--- src/rtl/spatz_l1d_maint_pkg.sv ---
// ----------------------------------------------------------------------------
// spatz_l1d_maint_pkg
// Shared types for the L1D maintenance sequencer:
//   insn_e    - command encoding as seen on the peripheral's L1D instruction bus
//   state_e   - maintenance FSM states
//   tag_req_t - non-address part of a tag-array request (read/write + new bits)
// Helper functions classify which commands write back and which invalidate.
// ----------------------------------------------------------------------------
package spatz_l1d_maint_pkg;

   typedef enum logic [1:0] {
      INSN_NOP        = 2'b00,
      INSN_INVALIDATE = 2'b01,
      INSN_FLUSH      = 2'b10,
      INSN_FLUSH_INV  = 2'b11
   } insn_e;

   typedef enum logic [2:0] {
      IDLE,
      READ,
      RSP,
      WB_REQ,
      WB_WAIT,
      WRITE,
      NEXT,
      DONE
   } state_e;

   // Address (set/way) comes straight from the iterator registers, so only the
   // command-dependent bits are bundled here.
   typedef struct packed {
      logic write;
      logic wvalid;
      logic wdirty;
   } tag_req_t;

   function automatic logic insn_writes_back(insn_e insn);
      return (insn == INSN_FLUSH) || (insn == INSN_FLUSH_INV);
   endfunction

   function automatic logic insn_invalidates(insn_e insn);
      return (insn == INSN_INVALIDATE) || (insn == INSN_FLUSH_INV);
   endfunction

endpackage

--- src/rtl/spatz_l1d_maint_ctrl.sv ---
// ----------------------------------------------------------------------------
// spatz_l1d_maint_ctrl
// Per-controller L1D maintenance sequencer. Accepts flush / invalidate
// commands, walks every non-SPM set/way, writes back dirty lines and updates
// tag state, then returns exactly one insn_ready_o pulse per command.
//
// Ports
//   clk_i, rst_ni                      clock, async active-low reset
//   insn_i, insn_valid_i               command and single-cycle strobe
//   spm_ways_i                         number of top ways reserved as SPM
//   insn_ready_o                       single-cycle done pulse
//   maint_busy_o                       high from accept through done
//   tag_req_*                          tag-array request (read / write)
//   tag_wvalid_o, tag_wdirty_o         new tag bits for write requests
//   tag_rsp_*                          tag-array read response (1 cycle after)
//   wb_req_*, wb_set_o/way_o/tag_o     writeback request and payload
//   wb_done_i                          writeback completion pulse
//   wb_count_o                         writebacks of current/last command
//                                      (only with SPATZ_L1D_MAINT_STATS_EN)
//
// Handshakes: a request transfers on a cycle where valid and ready are both
// high; valid, once raised, stays high with a stable payload until that
// transfer, and valid never waits on ready.
//
// Optional build macro: SPATZ_L1D_MAINT_STATS_EN adds the writeback counter.
// ----------------------------------------------------------------------------
module spatz_l1d_maint_ctrl
   import spatz_l1d_maint_pkg::*;
#(
   parameter int unsigned NumSets  = 128,
   parameter int unsigned NumWays  = 4,
   parameter int unsigned TagWidth = 20,
   parameter int unsigned SetWidth = $clog2(NumSets),
   parameter int unsigned WayWidth = $clog2(NumWays)
) (
   input  logic                clk_i,
   input  logic                rst_ni,
   input  logic [1:0]          insn_i,
   input  logic                insn_valid_i,
   input  logic [WayWidth:0]   spm_ways_i,
   output logic                insn_ready_o,
   output logic                maint_busy_o,
   output logic                tag_req_valid_o,
   input  logic                tag_req_ready_i,
   output logic                tag_req_write_o,
   output logic [SetWidth-1:0] tag_req_set_o,
   output logic [WayWidth-1:0] tag_req_way_o,
   output logic                tag_wvalid_o,
   output logic                tag_wdirty_o,
   input  logic                tag_rsp_valid_i,
   input  logic                tag_rsp_vld_i,
   input  logic                tag_rsp_dirty_i,
   input  logic [TagWidth-1:0] tag_rsp_tag_i,
   output logic                wb_req_valid_o,
   input  logic                wb_req_ready_i,
   output logic [SetWidth-1:0] wb_set_o,
   output logic [WayWidth-1:0] wb_way_o,
   output logic [TagWidth-1:0] wb_tag_o,
   input  logic                wb_done_i
`ifdef SPATZ_L1D_MAINT_STATS_EN
   ,
   output logic [31:0]         wb_count_o
`endif
);

   state_e                state_q, state_d;
   insn_e                 insn_q;
   logic [WayWidth:0]     spm_q;
   logic [SetWidth-1:0]   set_q;
   logic [WayWidth-1:0]   way_q;
   logic [TagWidth-1:0]   wb_tag_q;
   tag_req_t              tag_req_q;
   logic                  tag_req_valid_q;
   logic                  wb_req_valid_q;
   logic                  ready_q;
   logic                  busy_q;

   insn_e                 insn_in;
   logic                  accept;
   logic                  all_spm;
   logic [WayWidth:0]     way_limit;
   logic                  last_way;
   logic                  last_set;

   assign insn_in   = insn_e'(insn_i);
   assign accept    = (state_q == IDLE) && insn_valid_i;
   assign all_spm   = (spm_ways_i >= (WayWidth+1)'(NumWays));
   // Ways above the SPM boundary are skipped; the limit uses the SPM count
   // latched at accept so later changes on spm_ways_i cannot disturb a walk.
   assign way_limit = (WayWidth+1)'(NumWays) - spm_q;
   assign last_way  = ({1'b0, way_q} == (way_limit - (WayWidth+1)'(1)));
   assign last_set  = (set_q == SetWidth'(NumSets - 1));

   // -------------------------------------------------------------------------
   // FSM state register
   // -------------------------------------------------------------------------
   always_ff @(posedge clk_i or negedge rst_ni) begin
      if (!rst_ni) begin
         state_q <= IDLE;
      end else begin
         state_q <= state_d;
      end
   end

   // -------------------------------------------------------------------------
   // Next-state logic
   // -------------------------------------------------------------------------
   always_comb begin
      state_d = state_q;
      unique case (state_q)
         IDLE: begin
            if (insn_valid_i) begin
               if (insn_in == INSN_NOP || all_spm) state_d = DONE;
               else                                state_d = READ;
            end
         end
         READ: begin
            if (tag_req_ready_i) state_d = RSP;
         end
         RSP: begin
            if (tag_rsp_valid_i) begin
               if (insn_writes_back(insn_q) && tag_rsp_vld_i && tag_rsp_dirty_i)
                  state_d = WB_REQ;
               else if (insn_invalidates(insn_q) && tag_rsp_vld_i)
                  state_d = WRITE;
               else
                  state_d = NEXT;
            end
         end
         WB_REQ: begin
            if (wb_req_ready_i) state_d = WB_WAIT;
         end
         WB_WAIT: begin
            if (wb_done_i) state_d = WRITE;
         end
         WRITE: begin
            if (tag_req_ready_i) state_d = NEXT;
         end
         NEXT: begin
            if (last_way && last_set) state_d = DONE;
            else                      state_d = READ;
         end
         DONE: begin
            state_d = IDLE;
         end
         default: state_d = IDLE;
      endcase
   end

   // -------------------------------------------------------------------------
   // Iterator, latched command and registered outputs. Request valids are
   // computed from the next state so they are flop outputs that line up
   // exactly with the state that owns them.
   // -------------------------------------------------------------------------
   always_ff @(posedge clk_i or negedge rst_ni) begin
      if (!rst_ni) begin
         insn_q          <= INSN_NOP;
         spm_q           <= '0;
         set_q           <= '0;
         way_q           <= '0;
         wb_tag_q        <= '0;
         tag_req_q       <= '0;
         tag_req_valid_q <= 1'b0;
         wb_req_valid_q  <= 1'b0;
         ready_q         <= 1'b0;
         busy_q          <= 1'b0;
      end else begin
         if (accept && insn_in != INSN_NOP) begin
            insn_q <= insn_in;
            spm_q  <= spm_ways_i;
            set_q  <= '0;
            way_q  <= '0;
         end else if (state_q == NEXT && state_d == READ) begin
            if (last_way) begin
               way_q <= '0;
               set_q <= set_q + SetWidth'(1);
            end else begin
               way_q <= way_q + WayWidth'(1);
            end
         end

         if (state_q == RSP && tag_rsp_valid_i) wb_tag_q <= tag_rsp_tag_i;

         tag_req_valid_q  <= (state_d == READ) || (state_d == WRITE);
         tag_req_q.write  <= (state_d == WRITE);
         // FLUSH keeps the line resident; every invalidating command clears it.
         tag_req_q.wvalid <= (state_d == WRITE) && (insn_q == INSN_FLUSH);
         tag_req_q.wdirty <= 1'b0;
         wb_req_valid_q   <= (state_d == WB_REQ);

         // Ready is issued the cycle after DONE; busy falls in that same cycle.
         ready_q <= (state_q == DONE);
         if (accept && insn_in != INSN_NOP) busy_q <= 1'b1;
         else if (state_q == DONE)          busy_q <= 1'b0;
      end
   end

   assign insn_ready_o    = ready_q;
   assign maint_busy_o    = busy_q;
   assign tag_req_valid_o = tag_req_valid_q;
   assign tag_req_write_o = tag_req_q.write;
   assign tag_wvalid_o    = tag_req_q.wvalid;
   assign tag_wdirty_o    = tag_req_q.wdirty;
   assign tag_req_set_o   = set_q;
   assign tag_req_way_o   = way_q;
   assign wb_req_valid_o  = wb_req_valid_q;
   assign wb_set_o        = set_q;
   assign wb_way_o        = way_q;
   assign wb_tag_o        = wb_tag_q;

`ifdef SPATZ_L1D_MAINT_STATS_EN
   logic [31:0] wb_count_q;

   always_ff @(posedge clk_i or negedge rst_ni) begin
      if (!rst_ni) begin
         wb_count_q <= '0;
      end else if (accept) begin
         wb_count_q <= '0;
      end else if (wb_req_valid_q && wb_req_ready_i && wb_count_q != '1) begin
         wb_count_q <= wb_count_q + 32'd1;
      end
   end

   assign wb_count_o = wb_count_q;
`endif

   // A command strobe is only meaningful in IDLE; anything else is dropped.
   insn_outside_idle: assert property (
      @(posedge clk_i) disable iff (!rst_ni) insn_valid_i |-> (state_q == IDLE));

endmodule
--- config.mk ---
export PLATFORM = sky130hd
export DESIGN_NAME = spatz_l1d_maint_ctrl
export DESIGN_NICKNAME = d
export VERILOG_FILES = /design/src/rtl/spatz_l1d_maint_pkg.sv /design/src/rtl/spatz_l1d_maint_ctrl.sv
export SDC_FILE = /design/constraint.sdc
export NUM_CORES = 1
export LEC_CHECK = 0
export CAP_MARGIN = 10
export CORE_MARGIN = 2
export CORE_UTILIZATION = 39
export DETAILED_ROUTE_END_ITERATION = 6
export PLACE_DENSITY = 0.85
export SYNTH_ARGS = -nofsm -noshare
export SYNTH_HDL_FRONTEND = slang
export SYNTH_SLANG_ARGS = --single-unit
--- constraint.sdc ---
create_clock -name clk_i -period 1.7 [get_ports clk_i]
set_input_delay 0.34 -clock clk_i [delete_from_list [all_inputs] [get_ports clk_i]]
set_output_delay 0.34 -clock clk_i [all_outputs]
set_load 0.05 [all_outputs]
==> results.md <==
- Ports: 79
- CTS Sinks: 43
- Synthesized instance count: 173
- Synth Cell Area: 0.001973 mm2
- Root buffer cell: clkbuf_8
- Seq cells post-synth: 43
- DRT Pass-1 Iters: 4
- Die span in x: 75.13 um
- Antenna Cells: 0
- TritonCTS Buffers: 5
- Synth Flop Type: dfrtp_1
- CTS tree: built
- Final Hold Fails: 0
- Syn avg cell area: 11.41 um2
- Initial antenna violation count: 0
- Area grow syn2layout: 64.30%
- Area post-placement: 0.003039 mm2
- Bufs on Longest Clock Path: 2
- H-tree Lvls: 2
- Nets: 312
- Synthesized net count: 208
- Power Dens Cells: 1843 mW/mm2
- Final Cycle Share: 104.1%
- Leak: 1.497 nW
- Via count: 1689
- GRT Overall Usage: 16.83%
- WL per Instance: 14.32 um
- Place WS: -0.3194 ns
- Max_cap viols: 0
- Largest net degree at the start of global routing: 25
- Violated checks: negative setup slack
- Worst Setup End Kind: flip-flop
- Share of flip-flops with an asynchronous set or reset: 100.0%
- RSZ-0062 raised after global routing: true
- Final Non-Filler Cells: 345
- Die footprint: 0.005645 mm2
- Fillers: 365
- Cell total after placement: 333
- Synth warn: 0
- Post-route worst setup slack: -0.06901 ns
- Crit path kind: reg -> reg
- # rows: 25
- Clock transition at path regs: 0.08 ns
- HP Class: reg -> reg
- Share of layout cells above drive strength 1: 44.96%
- 1st-iter DRT viols: 30
- CP required: 1.92 ns
- Vias per inst: 4.896
- Number of synthesized flops with an enable pin: 0
- Gpl congestion: 0.8261
- Global-route wire length before repair: 7.300 mm
- Final setup vio count: 1
- Crit path launch type: flip-flop
- Sum of negative setup slack: -0.06901 ns
- Initial core utilization: 41.23%
- Status: finished with violations
- Fin. max-slew vios: 0
- Total gr overflow: 0
- Worst hold slack: 0.5062 ns
- Worst vdd ir: 903.9 uV
- Vias in the first global route: 1662
- Synth unique cells: 46
- CP max FO: 5
- Core ar.: 0.004786 mm2
- HPWL after DPL: 3.596 mm
- Post-layout min period: 1.769 ns
- Fin Clk Skew: 0.01176 ns
- Die height: 75.13 um
- Final instance area: 0.003242 mm2
- # port buffers: 77
- Routed Antenna Nets: 0
- Fmax: 565.3 MHz
- Final WL: 4.940 mm
- Worst-Skew Late Latency: 0.29 ns
- DR DRC count: 0
- Sequential fraction of the synthesis area: 54.53%
- WP data arrival: 1.99 ns
kinds of logic after synthesis:
group	Yosys count	synth area share, %
adders and majority gates	1	0.6340
muxes	23	12.94
and+or+nand+nor	56	15.66
buffers and inverters	19	5.834
xor gates and xnor gates	2	0.8879
DFF	43	54.53
other	1	0.1901
AOI/OAI and AO/OA	28	9.322
worst max-delay path: stages, from the launching register on:
cell,delay [ns]
dfrtp_2,0.43
xnor2_2,0.14
or4_4,0.55
or4_4,0.44
a21oi_2,0.13
power breakdown:
group	internal [mW]	leakage [nW]	total [mW]	switching [mW]
Sequential	1.45	0.531	1.69	0.237
Clock	0.294	0.0443	0.658	0.365
Combinational	1.45	0.921	3.63	2.18
routing by layer:
| metal | GRT usage (%) | share of wire, % | up-vias |
|---|---|---|---|
| li1 | - | - | 811 |
| met1 | 20.48 | 42 | 821 |
| met2 | 30.12 | 52 | 53 |
| met3 | 3.079 | 5.7 | 4 |
| met4 | 5.458 | 0.61 | 0 |
| met5 | 0 | 0 | - |
timing repair:
item	in CTS	in global routing
hold buffers	1	0
setup buffers	0	1
resized for setup	1	10
pin swaps	1	2
endpoints found under the setup margin	8	28
gates cloned	0	2
endpoints found under the hold margin	13	0
state kept, by name, indices dropped and copies added, names as in the netlist:
register         flops
tag_wvalid_o         1
insn_ready_o         1
spm_q                3
maint_busy_o         1
tag_req_valid_o      1
wb_tag_o            20
tag_req_set_o        7
state_q              3
tag_req_write_o      1
tag_req_way_o        2
insn_q               2
wb_req_valid_o       1
through the flow:
| stage | utilization (%) | power (mW) |
|---|---|---|
| final | 67.74 | 5.975 |
| after global routing | 67.74 | 6.296 |
| after CTS | 65.75 | 5.874 |
| after detailed placement | 63.50 | 5.207 |
| after global placement | 63.50 | 5.110 |
| after floorplan | - | 3.893 |
Yosys cell counts (2+ instances only):
cell type,n,area share [%]
dfrtp_1,43,55
nand2_1,24,4.6
mux2_2,20,11
buf_4,11,4.2
a21oi_1,7,1.8
nand3_1,5,1.3
and3_1,4,1.3
inv_1,4,0.76
o21ai_0,4,1.0
mux2i_1,3,1.5
nor3_1,3,0.76
and2_1,2,0.63
buf_2,2,0.51
clkbuf_1,2,0.38
nand3b_1,2,0.76
nor2_1,2,0.38
nor4_1,2,0.63
o211ai_1,2,0.76
o21a_1,2,0.76
o21bai_1,2,0.76
xnor2_1,2,0.89
cell usage in the layout, fill, tap and decap left out, types with 3 or more instances in the layout:
master | synthesis | routed
a21oi_1 | 7 | 5
and3_1 | 4 | 4
buf_12 | 0 | 12
buf_4 | 11 | 62
clkbuf_8 | 0 | 5
clkdlybuf4s50_1 | 0 | 32
dfrtp_1 | 43 | 39
dfrtp_2 | 0 | 4
inv_1 | 4 | 4
mux2_2 | 20 | 20
mux2i_1 | 3 | 3
nand2_1 | 24 | 24
nand3_1 | 5 | 5
worst paths after layout:
check | from | to | slack [ns] | cells past startpoint
min in group asynchronous | rst_ni | wb_tag_o[15] | 0.53 | 2
max | tag_req_way_o[0] | tag_req_set_o[3] | -0.07 | 4
max in group asynchronous | rst_ni | tag_req_set_o[1] | 0.67 | 3
min reg2reg | insn_q[1] | insn_q[1] | 0.51 | 2
max reg2reg | tag_req_way_o[0] | tag_req_set_o[3] | -0.07 | 4
min | insn_q[1] | insn_q[1] | 0.51 | 2
cell type report:
class / instances / area, um2 / share of cell area, %
multi-input cells: 111 / 854.6 / 26.36
repair buffers: 112 / 1114 / 34.35
clock inverters: 3 / 25.02 / 0.7719
well taps: 67 / 83.83 / 2.586
clock buffers: 5 / 68.82 / 2.123
inverters: 4 / 15.01 / 0.4631
flip-flops and latches: 43 / 1081 / 33.35
Power figures use the tool's default switching activity.
